<file path="config.mk">
export PLATFORM = sky130hd
export DESIGN_NAME = sargantana_icache_ctrl_flat
export DESIGN_NICKNAME = d
export VERILOG_FILES = /design/src/rtl/sargantana_icache_pkg.sv /design/src/rtl/sargantana_icache_ctrl_if.sv /design/src/rtl/sargantana_icache_replace.sv /design/src/rtl/sargantana_icache_ctrl.sv /design/src/flat_wrapper.sv
export SDC_FILE = /design/constraint.sdc
export NUM_CORES = 1
export LEC_CHECK = 0
export BUFFER_PORTS_ARGS = -buffer_cell sky130_fd_sc_hd__buf_2
export CORE_MARGIN = 10
export CORE_UTILIZATION = 35
export CTS_CLUSTER_SIZE = 10
export DETAILED_ROUTE_END_ITERATION = 10
export PLACE_DENSITY_LB_ADDON = 0.05
export SYNTH_ARGS = -nofsm -noshare
export SYNTH_HDL_FRONTEND = slang
export SYNTH_SLANG_ARGS = --single-unit
</file>
<file path="constraint.sdc">
create_clock -name clk_i -period 2.7 [get_ports clk_i]
set_clock_uncertainty 0.1 [all_clocks]
set_input_delay 0.27 -clock clk_i [delete_from_list [all_inputs] [get_ports clk_i]]
set_output_delay 0.27 -clock clk_i [all_outputs]
set_load 0.02 [all_outputs]
</file>
<file path="src/rtl/sargantana_icache_pkg.sv">
// Shared types and geometry for the Sargantana instruction-cache controller.
// The optional performance counters are enabled with the ICACHE_PERF_CNT_EN macro.
package sargantana_icache_pkg;

  localparam int ICACHE_N_WAY     = 4;
  localparam int ICACHE_WAY_IDX_W = $clog2(ICACHE_N_WAY);
  localparam int ICACHE_N_SETS    = 16;
  localparam int ICACHE_IDX_WIDTH = $clog2(ICACHE_N_SETS);

  typedef logic [ICACHE_N_WAY-1:0]     way_vec_t;
  typedef logic [ICACHE_IDX_WIDTH-1:0] set_idx_t;

  typedef enum logic [2:0] {
    IDLE      = 3'd0,
    COMPARE   = 3'd1,
    MISS_REQ  = 3'd2,
    MISS_WAIT = 3'd3,
    REFILL    = 3'd4,
    FLUSH     = 3'd5,
    KILL_WAIT = 3'd6
  } icache_state_e;

  // 8-bit Fibonacci LFSR step, taps 8,6,5,4 (bits 7,5,4,3), shifting left.
  function automatic logic [7:0] lfsr_next(input logic [7:0] q);
    return {q[6:0], q[7] ^ q[5] ^ q[4] ^ q[3]};
  endfunction

endpackage

</file>
<file path="src/rtl/sargantana_icache_ctrl_if.sv">
// Fetch / tag-checker / memory / flush signal bundle of the icache controller.
// Handshakes: a transfer happens on a rising edge where valid and ready are
// both 1; once the producer raises valid it holds it (and its payload) until
// that transfer, except where a fetch kill explicitly abandons the request.
interface sargantana_icache_ctrl_if;
  import sargantana_icache_pkg::*;

  logic     req_valid_i;
  logic     req_ready_o;
  logic     req_kill_i;
  logic     tag_valid_i;
  way_vec_t cline_hit_i;
  way_vec_t way_valid_bits_i;
  logic     cmp_enable_o;
  logic     resp_valid_o;
  logic     mem_req_valid_o;
  logic     mem_req_ready_i;
  logic     mem_rsp_valid_i;
  way_vec_t way_we_o;
  logic     flush_i;
  logic     flush_done_o;
  set_idx_t flush_idx_o;
  logic     valid_clr_o;
  logic     busy_o;

  modport slave (
    input  req_valid_i, req_kill_i, tag_valid_i, cline_hit_i, way_valid_bits_i,
           mem_req_ready_i, mem_rsp_valid_i, flush_i,
    output req_ready_o, cmp_enable_o, resp_valid_o, mem_req_valid_o, way_we_o,
           flush_done_o, flush_idx_o, valid_clr_o, busy_o
  );

  modport master (
    output req_valid_i, req_kill_i, tag_valid_i, cline_hit_i, way_valid_bits_i,
           mem_req_ready_i, mem_rsp_valid_i, flush_i,
    input  req_ready_o, cmp_enable_o, resp_valid_o, mem_req_valid_o, way_we_o,
           flush_done_o, flush_idx_o, valid_clr_o, busy_o
  );

endinterface

</file>
<file path="src/rtl/sargantana_icache_replace.sv">
// Victim-way selection: first invalid way, else pseudo-random from an LFSR.
// The victim is latched on the miss cycle and the LFSR steps once per miss.
module sargantana_icache_replace
  import sargantana_icache_pkg::*;
#(
  parameter logic [7:0] LFSR_SEED = 8'hA5
) (
  input  logic     clk_i,
  input  logic     rstn_i,
  input  logic     miss_i,
  input  way_vec_t way_valid_bits_i,
  output way_vec_t victim_oh_o
);

  logic [7:0]                  lfsr_q;
  way_vec_t                    victim_q;
  logic                        free_found;
  logic [ICACHE_WAY_IDX_W-1:0] free_idx;
  logic [ICACHE_WAY_IDX_W-1:0] sel_idx;

  // Pick the lowest-index invalid way; fall back to the LFSR low bits.
  always_comb begin
    free_found = 1'b0;
    free_idx   = '0;
    for (int w = ICACHE_N_WAY - 1; w >= 0; w--) begin
      if (!way_valid_bits_i[w]) begin
        free_found = 1'b1;
        free_idx   = ICACHE_WAY_IDX_W'(w);
      end
    end
    sel_idx = free_found ? free_idx : lfsr_q[ICACHE_WAY_IDX_W-1:0];
  end

  // Latch the victim and advance the LFSR on each miss.
  always_ff @(posedge clk_i) begin
    if (!rstn_i) begin
      lfsr_q   <= LFSR_SEED;
      victim_q <= '0;
    end else if (miss_i) begin
      lfsr_q   <= lfsr_next(lfsr_q);
      victim_q <= way_vec_t'(1) << sel_idx;
    end
  end

  assign victim_oh_o = victim_q;

endmodule

</file>
<file path="src/rtl/sargantana_icache_ctrl.sv">
// Sargantana instruction-cache controller: lookup, miss/refill, kill and
// invalidate-all flush sequencing.
// Optional hit/miss counters are built when ICACHE_PERF_CNT_EN is defined.
module sargantana_icache_ctrl
  import sargantana_icache_pkg::*;
#(
  parameter logic [7:0] LFSR_SEED = 8'hA5
) (
  input  logic                    clk_i,
  input  logic                    rstn_i,
  sargantana_icache_ctrl_if.slave bus,
  output icache_state_e           dbg_state_o
`ifdef ICACHE_PERF_CNT_EN
  ,
  output logic [31:0]             hit_cnt_o,
  output logic [31:0]             miss_cnt_o
`endif
);

  icache_state_e state_q, state_d;
  set_idx_t      flush_cnt_q;
  logic          flush_pend_q;
  logic          killed_q;
  logic          any_hit;
  logic          hit_event;
  logic          miss_event;
  logic          flush_last;
  way_vec_t      victim_oh;

  assign any_hit    = |bus.cline_hit_i;
  assign hit_event  = (state_q == COMPARE) && bus.tag_valid_i && any_hit && !bus.req_kill_i;
  assign miss_event = (state_q == COMPARE) && bus.tag_valid_i && !any_hit && !bus.req_kill_i;
  assign flush_last = (flush_cnt_q == set_idx_t'(ICACHE_N_SETS - 1));

  sargantana_icache_replace #(
    .LFSR_SEED (LFSR_SEED)
  ) u_replace (
    .clk_i            (clk_i),
    .rstn_i           (rstn_i),
    .miss_i           (miss_event),
    .way_valid_bits_i (bus.way_valid_bits_i),
    .victim_oh_o      (victim_oh)
  );

  // State register plus the flush counter, pending-flush and killed flags.
  always_ff @(posedge clk_i) begin
    if (!rstn_i) begin
      state_q      <= IDLE;
      flush_cnt_q  <= '0;
      flush_pend_q <= 1'b0;
      killed_q     <= 1'b0;
    end else begin
      state_q <= state_d;

      if (state_q == FLUSH && !flush_last) flush_cnt_q <= flush_cnt_q + 1'b1;
      else                                 flush_cnt_q <= '0;

      // A flush arriving mid-transaction waits until the controller is free.
      if (state_d == FLUSH)
        flush_pend_q <= 1'b0;
      else if (bus.flush_i && state_q != IDLE && state_q != FLUSH)
        flush_pend_q <= 1'b1;

      // Once the memory request is in flight, a kill only suppresses the response.
      if (state_d == IDLE)
        killed_q <= 1'b0;
      else if (bus.req_kill_i && (state_q inside {MISS_REQ, MISS_WAIT, KILL_WAIT}))
        killed_q <= 1'b1;
    end
  end

  // Next-state decode.
  always_comb begin
    state_d = state_q;
    unique case (state_q)
      IDLE: begin
        if (bus.flush_i || flush_pend_q) state_d = FLUSH;
        else if (bus.req_valid_i)        state_d = COMPARE;
      end
      COMPARE: begin
        if (bus.req_kill_i)       state_d = IDLE;
        else if (bus.tag_valid_i) state_d = any_hit ? IDLE : MISS_REQ;
      end
      MISS_REQ: begin
        // A kill in the handshake cycle still leaves a line fill outstanding.
        if (bus.mem_req_ready_i) state_d = bus.req_kill_i ? KILL_WAIT : MISS_WAIT;
        else if (bus.req_kill_i) state_d = IDLE;
      end
      MISS_WAIT: begin
        if (bus.mem_rsp_valid_i) state_d = REFILL;
        else if (bus.req_kill_i) state_d = KILL_WAIT;
      end
      KILL_WAIT: begin
        if (bus.mem_rsp_valid_i) state_d = REFILL;
      end
      REFILL: begin
        state_d = (flush_pend_q || bus.flush_i) ? FLUSH : IDLE;
      end
      FLUSH: begin
        if (flush_last) state_d = IDLE;
      end
      default: state_d = IDLE;
    endcase
  end

  // Output decode from the current state and inputs.
  always_comb begin
    bus.req_ready_o     = (state_q == IDLE) && !bus.flush_i && !flush_pend_q;
    bus.cmp_enable_o    = (state_q == COMPARE) && bus.tag_valid_i;
    bus.resp_valid_o    = hit_event ||
                          ((state_q == REFILL) && !killed_q && !bus.req_kill_i);
    bus.mem_req_valid_o = (state_q == MISS_REQ);
    bus.way_we_o        = (state_q == REFILL) ? victim_oh : '0;
    bus.valid_clr_o     = (state_q == FLUSH);
    bus.flush_idx_o     = (state_q == FLUSH) ? flush_cnt_q : '0;
    bus.flush_done_o    = (state_q == FLUSH) && flush_last;
    bus.busy_o          = (state_q != IDLE);
    dbg_state_o         = state_q;
  end

`ifdef ICACHE_PERF_CNT_EN
  logic [31:0] hit_cnt_q, miss_cnt_q;

  // Saturating lookup outcome counters.
  always_ff @(posedge clk_i) begin
    if (!rstn_i) begin
      hit_cnt_q  <= '0;
      miss_cnt_q <= '0;
    end else begin
      if (hit_event && hit_cnt_q != 32'hFFFF_FFFF)   hit_cnt_q  <= hit_cnt_q + 1'b1;
      if (miss_event && miss_cnt_q != 32'hFFFF_FFFF) miss_cnt_q <= miss_cnt_q + 1'b1;
    end
  end

  assign hit_cnt_o  = hit_cnt_q;
  assign miss_cnt_o = miss_cnt_q;
`endif

endmodule

</file>
<file path="src/flat_wrapper.sv">
// flat-port wrapper written by rule: the top's interface ports become plain ports
module sargantana_icache_ctrl_flat import sargantana_icache_pkg::*;
#(
  parameter logic [7:0] LFSR_SEED = 8'hA5
)
  (clk_i, rstn_i, dbg_state_o, bus_req_valid_i, bus_req_kill_i, bus_tag_valid_i, bus_cline_hit_i, bus_way_valid_bits_i, bus_mem_req_ready_i, bus_mem_rsp_valid_i, bus_flush_i, bus_req_ready_o, bus_cmp_enable_o, bus_resp_valid_o, bus_mem_req_valid_o, bus_way_we_o, bus_flush_done_o, bus_flush_idx_o, bus_valid_clr_o, bus_busy_o);
  sargantana_icache_ctrl_if bus_i ();
  input  logic clk_i;
  input  logic rstn_i;
  output icache_state_e dbg_state_o;
  input wire logic [$bits(bus_i.req_valid_i)-1:0] bus_req_valid_i;
  input wire logic [$bits(bus_i.req_kill_i)-1:0] bus_req_kill_i;
  input wire logic [$bits(bus_i.tag_valid_i)-1:0] bus_tag_valid_i;
  input wire logic [$bits(bus_i.cline_hit_i)-1:0] bus_cline_hit_i;
  input wire logic [$bits(bus_i.way_valid_bits_i)-1:0] bus_way_valid_bits_i;
  input wire logic [$bits(bus_i.mem_req_ready_i)-1:0] bus_mem_req_ready_i;
  input wire logic [$bits(bus_i.mem_rsp_valid_i)-1:0] bus_mem_rsp_valid_i;
  input wire logic [$bits(bus_i.flush_i)-1:0] bus_flush_i;
  output wire logic [$bits(bus_i.req_ready_o)-1:0] bus_req_ready_o;
  output wire logic [$bits(bus_i.cmp_enable_o)-1:0] bus_cmp_enable_o;
  output wire logic [$bits(bus_i.resp_valid_o)-1:0] bus_resp_valid_o;
  output wire logic [$bits(bus_i.mem_req_valid_o)-1:0] bus_mem_req_valid_o;
  output wire logic [$bits(bus_i.way_we_o)-1:0] bus_way_we_o;
  output wire logic [$bits(bus_i.flush_done_o)-1:0] bus_flush_done_o;
  output wire logic [$bits(bus_i.flush_idx_o)-1:0] bus_flush_idx_o;
  output wire logic [$bits(bus_i.valid_clr_o)-1:0] bus_valid_clr_o;
  output wire logic [$bits(bus_i.busy_o)-1:0] bus_busy_o;
  assign bus_i.req_valid_i = bus_req_valid_i;
  assign bus_i.req_kill_i = bus_req_kill_i;
  assign bus_i.tag_valid_i = bus_tag_valid_i;
  assign bus_i.cline_hit_i = bus_cline_hit_i;
  assign bus_i.way_valid_bits_i = bus_way_valid_bits_i;
  assign bus_i.mem_req_ready_i = bus_mem_req_ready_i;
  assign bus_i.mem_rsp_valid_i = bus_mem_rsp_valid_i;
  assign bus_i.flush_i = bus_flush_i;
  assign bus_req_ready_o = bus_i.req_ready_o;
  assign bus_cmp_enable_o = bus_i.cmp_enable_o;
  assign bus_resp_valid_o = bus_i.resp_valid_o;
  assign bus_mem_req_valid_o = bus_i.mem_req_valid_o;
  assign bus_way_we_o = bus_i.way_we_o;
  assign bus_flush_done_o = bus_i.flush_done_o;
  assign bus_flush_idx_o = bus_i.flush_idx_o;
  assign bus_valid_clr_o = bus_i.valid_clr_o;
  assign bus_busy_o = bus_i.busy_o;
  sargantana_icache_ctrl #(.LFSR_SEED(LFSR_SEED)) u_core (.clk_i(clk_i), .rstn_i(rstn_i), .bus(bus_i), .dbg_state_o(dbg_state_o));
endmodule
</file>
* Yosys cells after proc, flatten, opt, wreduce, memory -nomap -nowiden
Index checks and enable logic that the tools add are counted.
Word-level totals: register bits 21, input port bits 16, output and inout bits 18, logic and storage cells 76
Cells by class: add/sub/neg operators 1, equality and inequality tests 9, shift-type cells 1, muxes and demuxes 25, bitwise gates (word level) 4, reduce and logical (&&, ||, !) cells 30
Operators with widths (count):
- 3-bit two-way mux | 12
- 3-bit case mux with 7 select lines | 1
- 1-bit logical AND | 14
- 3-bit == test (second input constant) | 4
- 2-bit two-way mux | 6
- 4-bit two-way mux | 2
- 3-bit by 2-bit == test with 1-bit output (second input constant) | 2
- 1-bit logical NOT | 6
- 3-bit logical NOT | 2
- 3-bit nonzero test | 2
- 4-bit by 1-bit adder with 4-bit output (second input constant) | 1
- 4-bit == test (second input constant) | 1
- 1-bit two-way mux | 4
- 2-bit OR reduction | 2
- 4-bit OR reduction | 1
- 1-bit by 2-bit << shifter with 4-bit output (first input constant) | 1
- 3-bit by 1-bit == test with 1-bit output (second input constant) | 1
- 3-bit inequality test (second input constant) | 1
- 1-bit bitwise XOR | 3
- 1-bit logical OR | 2
- 2-bit AND reduction | 1
- 1-bit inverter | 1

* Longest topological paths before layout
Gate-level depths: netlist (run 1).
depth after elaboration 7, depth in mapped cells 7

* Hierarchy
A second synthesis (run 1) with hierarchy kept.
Second synthesis, totals: cell total of the unflattened synthesis 123, area, all modules 1156.1 sq um
By module, submodules not included:
- sargantana_icache_ctrl | instances 1, cells each 74, area an instance 629.4 sq um
- sargantana_icache_replace | instances 1, cells each 49, area an instance 526.8 sq um

* Least setup slack after synthesis (run 1)
No wires, ideal clock.
kind flip-flop to output port, start register u_core.state_q[0] (netlist: u_core.dbg_state_o[0]), end output port bus_flush_done_o, arrival 1.860 ns, required time 2.330 ns, slack 0.470 ns, cell stages (with the launch flop) 7, buffers on the path 1, cells stage by stage dfxtp_1 > clkbuf_1 > nand2_1 > or2_1 > inv_1 > and2_1 > and3_1
On the way: longest elaborated chain between the ends 2
Ends and longest elaborated chain:
- from (decl) | RTL line sargantana_icache_ctrl.sv:20 | icache_state_e state_q, state_d;
- from (signal assigned) | RTL line sargantana_icache_ctrl.sv:53 | state_q <= state_d;
- 3-bit == test
- via bus_valid_clr_o | RTL line flat_wrapper.sv:26 | output wire logic [$bits(bus_i.valid_clr_o)-1:0] bus_valid_clr_o;
- 1-bit logical AND | RTL line sargantana_icache_ctrl.sv:116 | bus.flush_done_o = (state_q == FLUSH) && flush_last;
- to (decl) | RTL line flat_wrapper.sv:24 | output wire logic [$bits(bus_i.flush_done_o)-1:0] bus_flush_done_o;
The timed path passes the listed nets, and every way through them passes these cells.

* Worst setup path after layout (run 1)
start register u_core.state_q[0] (netlist: u_core.dbg_state_o[0]), end output port bus_flush_done_o
On the way: longest elaborated chain between the ends 2
Ends and longest elaborated chain (RTL line):
- 3-bit == test | sargantana_icache_ctrl.sv:116
- 1-bit logical AND | sargantana_icache_ctrl.sv:116
No other way between the ends.

==> impl_metrics.yaml, run 1 <==
floorplanning:
  die_area_um2: 5730
  io_pins: 34
  core-area_um2: 3000
  initial_core_util: 0.361
  die_y_um: 75.7
  num_rows: 20
  die_x_um: 75.7
timing:
  max-slew-margin-rel: 0.624
  rsz0062_at_grt: "no"
  post-route-period-util: 0.811
  slew_viol_final: 0
  worst_slew_pin_slew_ns: 0.561
  final-setup-viol-count: 0
  hold_ws_ns: 0.198
  fmax_ghz: 0.457
  setup_tns_ns: 0
  fin_crit_ns: 2.19
  hold_viol: 0
grt:
  grt_start_max_net_pins: 20
  grt_pass1_vias: 854
  grt_pass1_wl_um: 3860
  antenna_found_initial: 0
  gr-usage-all-layers: 0.0829
  grt.overflow.total: 0
critical_path:
  cp-end-kind: "primary output"
  required_ns: 2.33
  worstSetupStartpointType: "register"
  r2r_cells: 4
  crit_fanout: 11
  crit_arrival_ns: 1.82
  worstSetupPathType: "register to primary output"
route:
  via_per_inst: 5.09
  drtIter0Drc: 47
  drc: 0
  wl_per_cell_um: 12.0
  wirelength_um: 2370
  vias: 1002
  dr.pass1.iters: 4
  ant_nets: 0
place:
  io_buffers: 33
  place_congestion: 0.703
  dpl.hpwl_um: 1890
clocking:
  clockRootBuffer: "clkbuf_4"
  cts_buffer_depth: 2
  cts_setup_buffers: 0
  cts.sinks: 21
  numCtsBuffers: 3
  ctsHoldBuffers: 0
  clock_latency_ns: 0.29
  clkSlewWorstSetupHoldPaths_ns: 0.11
  cts_tree: "built"
  ctsResizeCount: 0
  htree_levels: 1
cells_and_area:
  final_common_cell: "buf_2"
  area_growth_pct: 17.9
  drive_gt1_frac: 0.238
  finalNetCount: 182
  fillCellCount: 318
  final_cell_mix: "buf_2 (33), nand2_1 (23), dfxtp_1 (21)"
  diodes: 0
worst_hold_path:
  holdPathStages: 2
  min-delay-path-class: "primary input to register"
logic_synthesis:
  yosys_warnings: 0
  synth.avg_cell_area_um2: 8.04
  ys_ff_latch: 21
  synth_cell_types: 37
  syn_inst: 135
  syn-num-nets: 152
  netlist_area_um2: 1080
  yosysSeqAreaShare: 0.388
pwr:
  power_density_nw_per_um2: 437
  vdd_drop_max_mv: 0.237
  p_leak_nw: 0.595
flow_run:
  maxCapViolCount: 0
outcome:
  status: "finished, final reports clean"
==> layout make-up <==
class | instances | area (µm²) | area share
timing repair buffer | 33 | 165 | 0.129
sequential | 21 | 420 | 0.329
clock buffer | 4 | 26.3 | 0.0205
inverter | 5 | 18.8 | 0.0147
tap | 33 | 41.3 | 0.0323
multi-input combinational | 101 | 607 | 0.475
==> kinds of logic (layout without fill, tap and decap cells) <==
family                   count (synthesis)  after routing  synth area share
multiplexers                             2              2            0.0185
AND/OR/NAND/NOR                         69             69             0.334
buffers and inverters                   13             42            0.0531
AO/OA/AOI/OAI                           24             24             0.155
flip-flops                              21             21             0.388
XOR/XNOR                                 5              5            0.0404
adder cells (fa/ha/maj)                  1              1            0.0115
==> synth_stat cells, drive strengths merged <==
master | number | share of area
xor2 | 1 | 0.0081
or2 | 1 | 0.0058
or3 | 3 | 0.017
o2bb2ai | 1 | 0.0081
dfxtp | 21 | 0.39
o21a | 1 | 0.0069
ha | 1 | 0.012
a21boi | 7 | 0.048
o32ai | 1 | 0.0081
inv | 5 | 0.017
a21oi | 5 | 0.023
and2 | 12 | 0.069
o211ai | 2 | 0.014
o311a | 1 | 0.0092
nor4 | 1 | 0.0058
o22ai | 1 | 0.0058
buf | 2 | 0.015
nor4b | 1 | 0.0081
clkbuf | 6 | 0.021
nand3 | 6 | 0.028
nor3 | 4 | 0.023
nor2 | 8 | 0.028
a31o | 1 | 0.0081
o31ai | 2 | 0.014
nand4bb | 1 | 0.010
nand3b | 1 | 0.0069
nor3b | 2 | 0.014
xnor2 | 4 | 0.032
or4 | 1 | 0.010
o21ai | 2 | 0.0092
mux2i | 2 | 0.018
nand2 | 23 | 0.080
and3 | 3 | 0.017
nand2b | 2 | 0.012
==> layer usage <==
| metal | track usage | share of wire |
|---|---|---|
| met5 | 0 | 0 |
| met4 | 0.0247 | 0.0059 |
| met3 | 0.0286 | 0.086 |
| met2 | 0.134 | 0.46 |
| met1 | 0.101 | 0.44 |
==> flip-flops by register name, indices dropped and copies added (netlist names) <==
name                          count
u_core.flush_cnt_q                4
u_core.u_replace.victim_oh_o      4
u_core.killed_q                   1
u_core.u_replace.lfsr_q           8
u_core.dbg_state_o                3
u_core.flush_pend_q               1
==> worst max-delay path, stage by stage (launching register included) <==
cell	delay, ns
dfxtp_1	0.55
nand2_1	0.15
or2_1	0.27
inv_1	0.11
and2_1	0.14
and3_1	0.15
buf_2	0.16
==> worst paths after layout <==
path | startpoint | endpoint | slack (ns)
setup / recovery | u_core.dbg_state_o[0]$_SDFF_PN0_ | bus_flush_done_o | 0.51
hold / removal | rstn_i | u_core.u_replace.lfsr_q[7]$_SDFFE_PN1P_ | 0.20
setup reg to reg | u_core.dbg_state_o[0]$_SDFF_PN0_ | u_core.u_replace.victim_oh_o[0]$_SDFFE_PN0P_ | 0.70
hold reg to reg | u_core.u_replace.lfsr_q[6]$_SDFFE_PN0P_ | u_core.u_replace.lfsr_q[6]$_SDFFE_PN0P_ | 0.36
==> per-stage QoR <==
stage / power [mW] / worst slack [ns] / util / cells / instance area [µm²]
global placement: 0.422 / 0.668 / 0.417 / 193 / 1250
global route: 0.598 / 0.323 / 0.426 / 197 / 1280
finish: 0.559 / 0.510 / 0.426 / 197 / 1280
CTS: 0.572 / 0.484 / 0.426 / 197 / 1280
detailed placement: 0.422 / 0.594 / 0.417 / 193 / 1250
floorplan: 0.391 / 0.470 / - / 135 / 1080
==> where the power goes <==
part | switching, mW | internal [mW]
clock | 0.0876 | 0.0574
combinational | 0.0509 | 0.0368
sequential | 0.0107 | 0.315
total | 0.149 | 0.409
(Power assumes the default switching activity.)
==> run 2: changes to the inputs <==
==> constraint.sdc (replaced) <==
create_clock -name clk_i -period 2 [get_ports clk_i]
set_clock_uncertainty 0.1 [all_clocks]
set_input_delay 0.2 -clock clk_i [delete_from_list [all_inputs] [get_ports clk_i]]
set_output_delay 0.2 -clock clk_i [all_outputs]
set_load 0.02 [all_outputs]
==> impl_metrics.yaml, run 2 (synthesized netlist as in run 1, its figures left out) <==
outcome:
  status: "finished, final reports clean"
cells_and_area:
  diodes: 0
  largest_register_ff_count: 8
  top_register: "u_core.u_replace.lfsr_q"
  area_growth_pct: 23.9
  layout.cells.non_filler: 203
  final_util: 0.448
  finalNetCount: 188
  final_common_cell: "buf_2"
  design_area_um2: 1340
  drive_gt1_frac: 0.306
  final_cell_mix: "buf_2 (32), nand2_1 (23), dfxtp_1 (19)"
clocking:
  clkSlewWorstSetupHoldPaths_ns: 0.12
  numCtsBuffers: 3
  clockRootBuffer: "clkbuf_4"
  ctsHoldBuffers: 0
  cts_buffer_depth: 2
  htree_levels: 1
  cts_tree: "built"
  cts.sinks: 21
  clock_latency_ns: 0.30
grt:
  busiest_layer: "met2"
  antenna_found_initial: 0
  gr-usage-all-layers: 0.0899
  grt_start_max_net_pins: 20
  grt.overflow.total: 0
  met3_usage: 0.0273
  grt_pass1_vias: 907
  grt_pass1_wl_um: 4110
  use_met2: 0.139
  use_met1: 0.113
critical_path:
  r2r_slack_ns: 0.21
  required_ns: 1.70
  crit_fanout: 7
  cp-end-kind: "primary output"
  cp_slowest_cell: "dfxtp_4"
  critPathTopFamily: "simple AND/OR/NAND/NOR gates"
  worstSetupPathType: "register to primary output"
  path_cells: "buf_4, nand2b_1, nor2_1, and2_1, buf_2"
  crit_arrival_ns: 1.57
  crit_buf_inv: 2
  slowest_delay_ns: 0.39
  worstSetupStartpointType: "register"
route:
  drc: 0
  wirelength_um: 2460
  via_per_inst: 4.93
  ant_nets: 0
  drtIter0Drc: 38
  vias: 1001
  wl_per_cell_um: 12.1
  dr.pass1.iters: 4
pwr:
  power_density_nw_per_um2: 579
  p_leak_nw: 0.632
  p_total_uw: 779
  vdd_drop_max_mv: 0.297
floorplanning:
  die_x_um: 75.7
  die_y_um: 75.7
  die_area_um2: 5730
  core-area_um2: 3000
  initial_core_util: 0.361
  io_pins: 34
  num_rows: 20
timing:
  max-slew-margin-rel: 0.693
  hold_viol: 0
  slew_viol_final: 0
  post-route-period-util: 0.933
  setup_slack_ns: 0.134
  setup_tns_ns: 0
  fmax_ghz: 0.536
  worst_slew_pin_slew_ns: 0.457
  fin_crit_ns: 1.87
  rsz0062_at_grt: "no"
  hold_ws_ns: 0.121
  final-setup-viol-count: 0
flow_run:
  maxCapViolCount: 0
place:
  place_inst: 198
  dpl.hpwl_um: 1950
  postPlaceCellArea_um2: 1290
  io_buffers: 33
  post-place-ws_ns: 0.110
  place_congestion: 0.794
worst_hold_path:
  min-delay-path-class: "primary input to register"
run 2: worst reg2reg max path: stages, from the launching register on:
cell,delay (ns)
dfxtp_1,0.39
ha_1,0.21
and3_1,0.19
o32ai_1,0.12
or3_1,0.34
o311a_1,0.35
run 2: final timing paths:
path,startpoint,depth (start not counted),endpoint
hold / removal,rstn_i,2,u_core.u_replace.lfsr_q[5]$_SDFFE_PN1P_
setup / recovery,u_core.dbg_state_o[0]$_SDFF_PN0_,5,bus_way_we_o[2]
setup reg to reg,u_core.flush_cnt_q[0]$_SDFF_PN0_,5,u_core.killed_q$_SDFFE_PP0P_
hold reg to reg,u_core.u_replace.lfsr_q[6]$_SDFFE_PN0P_,2,u_core.u_replace.lfsr_q[6]$_SDFFE_PN0P_
run 2: routing by layer:
metal / wire [µm] / vias to the layer above
li1: - / 533
met2: 1120 / 17
met3: 206 / 2
met1: 1120 / 449
met4: 14 / 0
met5: 0 / -
run 2: area by class of cell:
cell class              instances  area, µm²
clock buffers                   3       22.5
clock inverters                 1       5.00
fillers                       309       1660
inverters                       5       18.8
multi-input cells             101        616
flip-flops and latches         21        428
well taps                      33       41.3
repair buffers                 39        213
run 2: power breakdown:
part	internal (mW)	switching [mW]	total (mW)	leakage, nW
logic	0.0610	0.0776	0.139	0.443
clock network	0.0745	0.129	0.203	0.0177
registers	0.426	0.0106	0.437	0.171
total	0.562	0.217	0.779	0.632
run 2: timing repair:
item / in CTS / in global routing
endpoints found under the setup margin: 1 / 2
gates resized for setup: 2 / 6
setup buffers: 0 / 1
==> run 3: changes to the inputs <==
--- a/config.mk
+++ b/config.mk
@@ -11,6 +11,7 @@
 export CTS_CLUSTER_SIZE = 10
 export DETAILED_ROUTE_END_ITERATION = 10
 export PLACE_DENSITY_LB_ADDON = 0.05
+export SETUP_SLACK_MARGIN = 0.5
 export SYNTH_ARGS = -nofsm -noshare
 export SYNTH_HDL_FRONTEND = slang
 export SYNTH_SLANG_ARGS = --single-unit
==> impl_metrics.yaml, run 3 (synthesized netlist as in run 1, its figures left out) <==
timing:
  slew_viol_final: 0
  fin_crit_ns: 1.76
  worst_slew_pin_slew_ns: 0.555
  fmax_ghz: 0.568
  rsz0062_at_grt: "yes"
  final-setup-viol-count: 0
  hold_viol: 0
  post-route-period-util: 0.880
  hold_ws_ns: 0.132
  max-slew-margin-rel: 0.627
  setup_tns_ns: 0
critical_path:
  cp-end-kind: "primary output"
  cp_slowest_cell: "dfxtp_4"
  r2r_cells: 5
  required_ns: 1.70
  slowest_delay_ns: 0.38
  rr_startpoint: "u_core.dbg_state_o[0]$_SDFF_PN0_"
  worstSetupPathType: "register to primary output"
  worstSetupStartpointType: "register"
  crit_arrival_ns: 1.46
  path_cells: "nand2_4, or2_4, inv_4, and2_4, and3_4, buf_6"
  critPathTopFamily: "simple AND/OR/NAND/NOR gates"
  crit_buf_inv: 2
  r2r_slack_ns: 0.25
  reg2reg_to: "u_core.killed_q$_SDFFE_PP0P_"
  crit_fanout: 3
route:
  drtIter0Drc: 55
  wl_per_cell_um: 13.4
  dr.pass1.iters: 4
  wirelength_um: 2890
  ant_nets: 0
  via_per_inst: 5.03
  vias: 1086
  drc: 0
cells_and_area:
  top_register: "u_core.u_replace.lfsr_q"
  largest_register_ff_count: 8
  drive_gt1_frac: 0.486
  finalNetCount: 201
  final_common_cell: "buf_6"
  layout.cells.non_filler: 216
  area_growth_pct: 56.6
  final_cell_mix: "buf_6 (22), nand2_1 (21), buf_2 (19)"
  fillCellCount: 280
  diodes: 0
grt:
  grt_pass1_vias: 1066
  grt_start_max_net_pins: 20
  gr-usage-all-layers: 0.103
  grt.overflow.total: 0
  grt_pass1_wl_um: 4710
  antenna_found_initial: 0
floorplanning:
  initial_core_util: 0.361
  io_pins: 34
  die_area_um2: 5730
  num_rows: 20
  die_y_um: 75.7
  die_x_um: 75.7
  core-area_um2: 3000
outcome:
  status: "finished, final reports clean"
clocking:
  htree_levels: 1
  clkSlewWorstSetupHoldPaths_ns: 0.11
  cts_buffer_depth: 2
  clock_latency_ns: 0.29
  ctsHoldBuffers: 0
  cts_tree: "built"
  numCtsBuffers: 3
  cts.sinks: 21
  clockRootBuffer: "clkbuf_4"
pwr:
  vdd_drop_max_mv: 0.289
  p_leak_nw: 0.754
  power_density_nw_per_um2: 498
place:
  dpl.hpwl_um: 2000
  io_buffers: 33
  place_inst: 196
  place_congestion: 0.754
worst_hold_path:
  holdPathEnd: "u_core.u_replace.lfsr_q[2]$_SDFFE_PN1P_"
  min-delay-path-class: "primary input to register"
  min_from: "rstn_i"
  holdPathStages: 2
flow_run:
  maxCapViolCount: 0
-- run 3: cell count changes in the layout (fill, tap and decap cells not counted), sizes merged --
cell    change
clkinv      -1
buf        +13
clkbuf      +1
-- run 3: cell type report --
class	count	area, µm²	area share
Timing Repair Buffer	52	425	0.250
Sequential cell	21	432	0.254
Tap cell	33	41.3	0.0243
Inverter	5	21.3	0.0125
Clock buffer	4	26.3	0.0155
Multi-Input combinational cell	101	753	0.443
-- run 3: how the worst max path moves through the flow --
stage	cells past startpoint	start	end
after floorplan	5	bus_cline_hit_i[2]	u_core.u_replace.victim_oh_o[0]$_SDFFE_PN0P_
after global placement	6	bus_cline_hit_i[2]	u_core.u_replace.lfsr_q[2]$_SDFFE_PN1P_
after detailed placement	6	bus_cline_hit_i[2]	u_core.u_replace.lfsr_q[7]$_SDFFE_PN1P_
after CTS	4	u_core.dbg_state_o[2]$_SDFF_PN0_	bus_req_ready_o
after global routing	6	u_core.dbg_state_o[0]$_SDFF_PN0_	bus_flush_done_o
final	6	u_core.dbg_state_o[2]$_SDFF_PN0_	bus_flush_done_o
-- run 3: where the power goes --
part | total, mW | internal [mW] | switching [mW]
registers | 0.434 | 0.425 | 0.00899
logic | 0.214 | 0.106 | 0.108
clock network | 0.199 | 0.0775 | 0.121
total | 0.847 | 0.608 | 0.239
-- run 3: timing repair --
item / 4_1_cts / 5_1_grt
cloned: 0 / 1
setup endpoints to repair: 27 / 30
pin swaps: 11 / 6
gates resized for setup: 49 / 13
buffers inserted: 14 / 1
-- run 3: metrics by stage --
step / total power [mW] / instance area, µm² / worst slack, ns / util
after floorplan: 0.563 / 1200 / 0.295 / -
after global placement: 0.594 / 1350 / 0.101 / 0.450
after detailed placement: 0.596 / 1350 / 0.0589 / 0.450
after CTS: 0.842 / 1640 / 0.240 / 0.545
after global routing: 0.895 / 1700 / 0.177 / 0.566
final: 0.847 / 1700 / 0.240 / 0.566
-- run 3: worst register-to-register path: stages, from the launching register on --
cell,delay [ns]
dfxtp_4,0.39
buf_4,0.19
mux2i_2,0.24
nor3_1,0.06
or3_1,0.39
o311a_1,0.29
-- run 3: routing by layer --
layer | share of wire | GRT usage | vias up
met5 | 0 | 0 | -
met4 | 0.0066 | 0.0247 | 0
met3 | 0.072 | 0.0326 | 2
met2 | 0.50 | 0.178 | 24
met1 | 0.42 | 0.119 | 502
li1 | - | - | 558
